$ cat src/rtl/serial_subtractor.sv
// Bit-serial two's-complement subtractor: sub_out = input_1 - input_2 - bin, LSB first,
// one full-subtractor cell per clock. Define SUB_SIGNED_OVF_EN for signed overflow reporting.
module serial_subtractor #(
  parameter int WIDTH = 8
) (
  input  logic             clk,
  input  logic             rst_n,
  input  logic             in_valid,
  output logic             in_ready,
  input  logic [WIDTH-1:0] input_1,
  input  logic [WIDTH-1:0] input_2,
  input  logic             bin,
  output logic             out_valid,
  input  logic             out_ready,
  output logic [WIDTH-1:0] sub_out,
  output logic             bout,
  output logic             sub_overflow
);

  localparam int CW = $clog2(WIDTH);
  localparam logic [CW-1:0] LAST_CNT = CW'(WIDTH - 1);

  typedef enum logic [1:0] {IDLE, RUN, DONE} state_t;

  state_t           state_q;
  logic [WIDTH-1:0] op1_q;
  logic [WIDTH-1:0] op2_q;
  logic [WIDTH-1:0] sub_out_q;
  logic [CW-1:0]    cnt_q;
  logic             borrow_q;
  logic             bout_q;
  logic             ovf_q;
  logic             in_ready_q;
  logic             out_valid_q;

  logic a_bit;
  logic b_bit;
  logic diff_d;
  logic borrow_d;
  logic ovf_d;

  // Minuend doubles as the result shift register: difference bits enter at the MSB
  // as operand bits leave at the LSB, so after WIDTH shifts it holds the result.
  assign a_bit    = op1_q[0];
  assign b_bit    = op2_q[0];
  assign diff_d   = a_bit ^ b_bit ^ borrow_q;
  assign borrow_d = (~a_bit & b_bit) | (~a_bit & borrow_q) | (b_bit & borrow_q);

`ifdef SUB_SIGNED_OVF_EN
  logic msb1_q;
  logic msb2_q;

  // Operand sign bits are captured at acceptance because the shift registers lose them.
  assign ovf_d = (msb1_q ^ msb2_q) & (msb1_q ^ diff_d);
`else
  assign ovf_d = borrow_d;
`endif

  // NOTE: every register here uses <= so all state updates see the pre-edge values.
  always_ff @(posedge clk) begin
    // NOTE: reset is synchronous; it is just the highest-priority branch of the clocked block.
    if (!rst_n) begin
      state_q     <= IDLE;
      op1_q       <= '0;
      op2_q       <= '0;
      sub_out_q   <= '0;
      cnt_q       <= '0;
      borrow_q    <= 1'b0;
      bout_q      <= 1'b0;
      ovf_q       <= 1'b0;
      in_ready_q  <= 1'b1;
      out_valid_q <= 1'b0;
`ifdef SUB_SIGNED_OVF_EN
      msb1_q      <= 1'b0;
      msb2_q      <= 1'b0;
`endif
    end else begin
      case (state_q)
        IDLE: begin
          if (in_valid) begin
            op1_q      <= input_1;
            op2_q      <= input_2;
            borrow_q   <= bin;
            cnt_q      <= '0;
            in_ready_q <= 1'b0;
            state_q    <= RUN;
`ifdef SUB_SIGNED_OVF_EN
            msb1_q     <= input_1[WIDTH-1];
            msb2_q     <= input_2[WIDTH-1];
`endif
          end
        end
        RUN: begin
          op1_q    <= {diff_d, op1_q[WIDTH-1:1]};
          op2_q    <= {1'b0, op2_q[WIDTH-1:1]};
          borrow_q <= borrow_d;
          cnt_q    <= cnt_q + 1'b1;
          if (cnt_q == LAST_CNT) begin
            sub_out_q   <= {diff_d, op1_q[WIDTH-1:1]};
            bout_q      <= borrow_d;
            ovf_q       <= ovf_d;
            out_valid_q <= 1'b1;
            state_q     <= DONE;
          end
        end
        DONE: begin
          if (out_ready) begin
            out_valid_q <= 1'b0;
            in_ready_q  <= 1'b1;
            state_q     <= IDLE;
          end
        end
        default: begin
          state_q     <= IDLE;
          out_valid_q <= 1'b0;
          in_ready_q  <= 1'b1;
        end
      endcase
    end
  end

  assign in_ready     = in_ready_q;
  assign out_valid    = out_valid_q;
  assign sub_out      = sub_out_q;
  assign bout         = bout_q;
  assign sub_overflow = ovf_q;

endmodule
$ cat config.mk
export PLATFORM = sky130hd
export DESIGN_NAME = serial_subtractor
export DESIGN_NICKNAME = d
export VERILOG_FILES = /design/src/rtl/serial_subtractor.sv
export SDC_FILE = /design/constraint.sdc
export NUM_CORES = 1
export LEC_CHECK = 0
export CAP_MARGIN = 20
export CORE_UTILIZATION = 52
export CTS_CLUSTER_DIAMETER = 200
export DETAILED_ROUTE_END_ITERATION = 16
export GPL_TIMING_DRIVEN = 0
export PLACE_DENSITY = 0.8
export SLEW_MARGIN = 30
export SYNTH_ARGS = -nofsm -noshare
export SYNTH_HDL_FRONTEND = slang
export SYNTH_SLANG_ARGS = --single-unit
$ cat constraint.sdc
create_clock -name clk -period 3.6 [get_ports clk]
set_input_delay 0.72 -clock clk [delete_from_list [all_inputs] [get_ports clk]]
set_output_delay 0.72 -clock clk [all_outputs]
set_load 0.01 [all_outputs]
==> results.json <==
{
  "required_ps": 2880,
  "clk_pin_slew_ps": 90,
  "synth_warnings": 0,
  "antenna_cells": 0,
  "drc": 0,
  "grt_pass1_vias": 1109,
  "grt_max_degree": 11,
  "die_w_um": 54.6,
  "drive_gt1_frac": 0.0761,
  "dieArea_um2": 2980,
  "cts_tree": "built",
  "io_buffers": 32,
  "synth_area_leader_cell": "dfxtp_1",
  "cellPowerDensity_nw_per_um2": 374,
  "ys_types": 29,
  "cts_setup_buffers": 0,
  "ctsHtreeMaxLevel": 2,
  "finalMaxSlewViolations": 0,
  "slowest_delay_ps": 520,
  "hold_ws_ps": 465,
  "path_cells": "buf_4 -> clkdlybuf4s50_1",
  "drv_cap": 0,
  "rsz0062_at_grt": "false",
  "drt-pass1-iter-count": 4,
  "cts_hold_buffers": 0,
  "tightest_slew_ps": 405,
  "power_leakage_nw": 0.693,
  "setup.worst_path.start_class": "flop",
  "initial_core_util": 0.565,
  "crit_slowest_cell": "clkdlybuf4s50_1",
  "fill_cells": 204,
  "synth_seq_cells": 33,
  "drt-wirelength-per-cell_um": 14.0,
  "avgSynthCellArea_um2": 9.16,
  "final.min_clock_period_ps": 2040,
  "path_buf_inv": 2,
  "slew_headroom": 0.729,
  "vias": 1234,
  "fin_crit_sh": 0.568,
  "cp_top_family": "buffers and inverters",
  "syn_area_um2": 1440,
  "irDropWorstVdd_mv": 0.294,
  "drtIter0Drc": 21,
  "antenna_left": 0,
  "grt_usage": 0.242,
  "setup.worst_path.end_class": "primary output",
  "setup_viol": 0,
  "core_um2": 2540,
  "status": "complete, no violations",
  "netlist_instances": 157,
  "cts-resized-gates": 0,
  "insertion_delay_ps": 350,
  "hpwl_mm": 2.29,
  "grt_overflow": 0,
  "fmax_ghz": 0.489,
  "clock-root-buffer": "clkbuf_4",
  "layout_common_cells": "35 x nand2_1, 33 x dfxtp_1, 32 x clkdlybuf4s50_1",
  "antenna_found_initial": 0,
  "die_h_um": 54.6,
  "fin_skew_ps": 3.94,
  "seq_area_frac_synth": 0.460,
  "syn_to_final_growth_pct": 28.3,
  "grt_pass1_wl_mm": 4.89,
  "layout_commonest_cell": "nand2_1",
  "synth_top_area_share": 0.460,
  "vias_per_cell": 5.44,
  "routed_wl_mm": 3.18,
  "clkSinkCount": 33,
  "hold_viol": 0,
  "nNetsFinal": 220,
  "path_class": "flop to primary output",
  "place.gp.congestion": 0.793,
  "synth.area.top_cells": "dfxtp_1 46%, nand2_1 9.1%, a22o_1 5.5%, o2bb2ai_1 4.9%, a22oi_1 4.7%",
  "pin_count": 33,
  "final.setup.tns_ps": 0,
  "num_rows": 18,
  "clockBufferDepth": 2,
  "cts_buffers": 5,
  "synth_nets": 181,
  "critical_path.max_fanout": 3,
  "holdCritPathClass": "flop to flop",
  "arrival_ps": 1320
}
[stage by stage]
stage               setup WS [ps]  instances   util  area (um2)  power (mW)
finish                       1560        227  0.725        1840       0.690
global route                 1480        227  0.725        1840       0.719
CTS                          1540        227  0.725        1840       0.691
detailed placement           1400        219  0.706        1800       0.496
global placement             1440        219  0.706        1800       0.492
floorplan                    2110        157      -        1440       0.454
[layer usage]
layer / track usage / vias up / routed length, um
met5: 0 / - / 0
met4: 0.103 / 0 / 63
met3: 0.0972 / 9 / 155
met2: 0.408 / 26 / 1630
met1: 0.266 / 574 / 1330
li1: - / 625 / -
[final timing paths]
| path | slack, ps | to | start | depth (start not counted) |
|---|---|---|---|---|
| worst max-delay path | 1560 | sub_overflow | sub_overflow | 2 |
| worst max register to register | 2130 | sub_out[0] | cnt_q[0] | 6 |
| worst min register to register | 460 | sub_out[3] | sub_out[3] | 2 |
| worst min-delay path | 460 | sub_out[3] | sub_out[3] | 2 |
[worst min-delay path, cell delays in order (launching register included)]
cell      delay, ps
dfxtp_1         320
nand2_1          40
a21boi_0         60
[power by group]
group / internal, mW / switching (mW) / leakage [nW]
logic: 0.0512 / 0.0446 / 0.397
registers: 0.381 / 0.0111 / 0.269
clock network: 0.0777 / 0.124 / 0.0265
total: 0.510 / 0.180 / 0.693
[state kept, by name, summed over array words and instances, names as in the netlist]
signal,flops
op1_q,8
op2_q,8
sub_out,8
cnt_q,3
state_q,2
borrow_q,1
in_ready,1
out_valid,1
sub_overflow,1
[cell type report]
class                   instances  area [um2]  area share
multi-input cells             108         682       0.370
plain buffers                  14        87.6      0.0475
inverters                       2        7.51     0.00407
flip-flops and latches         33         661       0.358
well taps                      30        37.5      0.0204
repair buffers                 32         320       0.174
clock buffers                   8        48.8      0.0265
[cells by family after synthesis]
| kind of cell | Yosys count | share of synthesized area |
|---|---|---|
| AND/OR/NAND/NOR | 53 | 0.170 |
| AO/OA/AOI/OAI | 51 | 0.266 |
| multiplexers | 1 | 0.00696 |
| adder cells (fa/ha/maj) | 3 | 0.0313 |
| buffers and inverters | 16 | 0.0661 |
| flip-flops | 33 | 0.460 |
[cell usage after synthesis]
cell type,instances
nand2_1,35
dfxtp_1,33
o21ai_0,10
a22o_1,9
a22oi_1,9
nor2b_1,9
a21boi_0,8
o2bb2ai_1,8
clkbuf_1,5
a21oi_1,4
buf_2,4
nor2_1,3
buf_6,2
ha_1,2
inv_1,2
and2_1,1
and2_4,1
and3b_1,1
buf_1,1
buf_4,1
buf_8,1
fa_1,1
mux2i_1,1
nand2b_1,1
nand3b_1,1
nor3b_1,1
o211a_1,1
o21a_1,1
o21bai_4,1
(Power assumes the default switching activity.)
==> RTL edit (config.mk and constraints unchanged) <==
Put one more register stage on the output `sub_overflow`, with the module's reset. The value now appears one clock later. The other outputs are not delayed to match.
--- a/src/rtl/serial_subtractor.sv
+++ b/src/rtl/serial_subtractor.sv
@@ -123,6 +123,12 @@
   assign out_valid    = out_valid_q;
   assign sub_out      = sub_out_q;
   assign bout         = bout_q;
-  assign sub_overflow = ovf_q;
+  always_ff @(posedge clk) begin
+    if (!rst_n) begin
+      sub_overflow <= '0;
+    end else begin
+      sub_overflow <= ovf_q;
+    end
+  end
 
 endmodule
Check against the original RTL: not equivalent (Yosys sat finds a counterexample within 10 cycles, from zero or initial values and one cycle with rst_n low).
==> RTL edit against the original RTL <==
  * Count of clock-buffer cells in the layout down 3
  * Setup slack better by 0.063 ns
  * Final cell count up 0.88%
  * Routed wire length up 0.22%
  * Sequential cell count up 1
  * Final area up 2.8%
  * Total power up 13%
  * Area after synthesis up 1.7%
==> RTL edit: results (changes against the original RTL) <==
metric	value	unit	change
comb pwr	96.6	µW	was 95.8 µW
status	finished clean		unchanged
worst r2r src	cnt_q[0]		unchanged
area post-placement	1820	µm²	was 1800 µm²
mean area per synthesized cell	9.19	µm²	was 9.16 µm²
routed length on met3	201	µm	was 155 µm
Net Count, Synth	183		was 181
Place WS	1.40	ns	about the same
VDD IR-drop max	0.374	mV	was 0.294 mV
Post-synth top cells	nand2_1 (35), dfxtp_1 (34), o21ai_0 (10)		was nand2_1 (35), dfxtp_1 (33), o21ai_0 (10)
post-route clock period utilization	55.0	%	was 56.8%
Psw	191	µW	was 180 µW
met2 WL post-DR	1490	µm	was 1630 µm
post-DP HPWL	2230	µm	was 2290 µm
Min Hold Slack	0.467	ns	was 0.465 ns
slew at the pin with the worst max-slew slack	0.420	ns	was 0.405 ns
initial drt markers	33		was 21
# fillers	213		was 204
routed len/inst	13.9	µm	was 14.0 µm
via count	1252		was 1234
Slowest-stage cell, CP	clkdlybuf4s50_1		unchanged
Worst Hold Launch	sub_out[1]		was sub_out[3]
RePlAce Congestion	0.797		was 0.793
hold path endpoint	sub_out[1]		was sub_out[3]
Power Clock	279	µW	was 202 µW
delay-heaviest family, CP	buffers and inverters		unchanged
worst hold path class	reg -> reg		unchanged
worst-path fanout max	2		was 3
Worst R2R Setup Slack	2.09	ns	was 2.13 ns
Max clock buf depth	2		unchanged
cts hold-fix bufs	0		unchanged
met1 Track Usage GR	30.1	%	was 26.6%
Worst-Skew Late Latency	0.35	ns	about the same
Distinct cells, synth	27		was 29
GR Util met2	40.6	%	was 40.8%
metal1 wirelength	1450	µm	was 1330 µm
total setup buffers inserted after CTS	0		unchanged
Tot GR Track Use	24.9	%	was 24.2%
DR pass1 iterations	4		unchanged
Largest stage delay, worst path	0.55	ns	was 0.52 ns
Critical Path Start	sub_out[6]		was sub_overflow
met3 Track Usage GR	5.74	%	was 9.72%
Leakage	0.721	nW	was 0.693 nW
Inst Count DP	221		was 219
Pint	588	µW	was 510 µW
FF-to-FF path depth	6		unchanged
multi-input logic area	688	µm²	was 682 µm²
register area share after synthesis	46.6	%	was 46.0%
clk_skew	0.00217	ns	was 0.00394 ns
first-pass GRT wire length	5070	µm	was 4890 µm
vias in the first global route	1157		was 1109
Layout Nets	222		was 220
hold path depth	2		unchanged
CP endpoint	sub_out[6]		was sub_overflow
share of layout cells above drive strength 1	9.05	%	was 7.61%
Worst Path Arrival	1.26	ns	was 1.32 ns
leading post-synthesis cells by cell area	dfxtp_1 (47%), nand2_1 (9.0%), a22o_1 (5.4%)		was dfxtp_1 (46%), nand2_1 (9.1%), a22o_1 (5.5%)
vias per cell	5.47		was 5.44
largest net degree at the start of global routing	12		was 11
r2r endpoint	sub_out[0]		unchanged
RTL edit: cell count changes in the layout (fill, tap and decap cells not counted):
cell       unedited run  this run
buf_1                 1         0
buf_4                 1         0
and2_1                1         2
bufinv_16             0         1
dfxtp_1              33        34
buf_2                 4         5
clkbuf_1              8         6
clkinv_2              0         2
RTL edit: area by class of cell:
class,count,share of cell area [%]
repair buffers,32,16.9
inverters,2,0.396
flip-flops and latches,34,35.9
clock inverters,3,2.11
clock buffers,5,1.98
plain buffers,14,4.49
multi-input cells,109,36.3
well taps,30,1.98
RTL edit: kinds of logic after synthesis:
| group | Yosys count | synth area share [%] |
|---|---|---|
| buf+inv | 16 | 6.34 |
| compound gates | 51 | 26.2 |
| simple gates | 54 | 17.1 |
| flops | 34 | 46.6 |
| fa+ha+maj | 3 | 3.08 |
| mux | 1 | 0.685 |
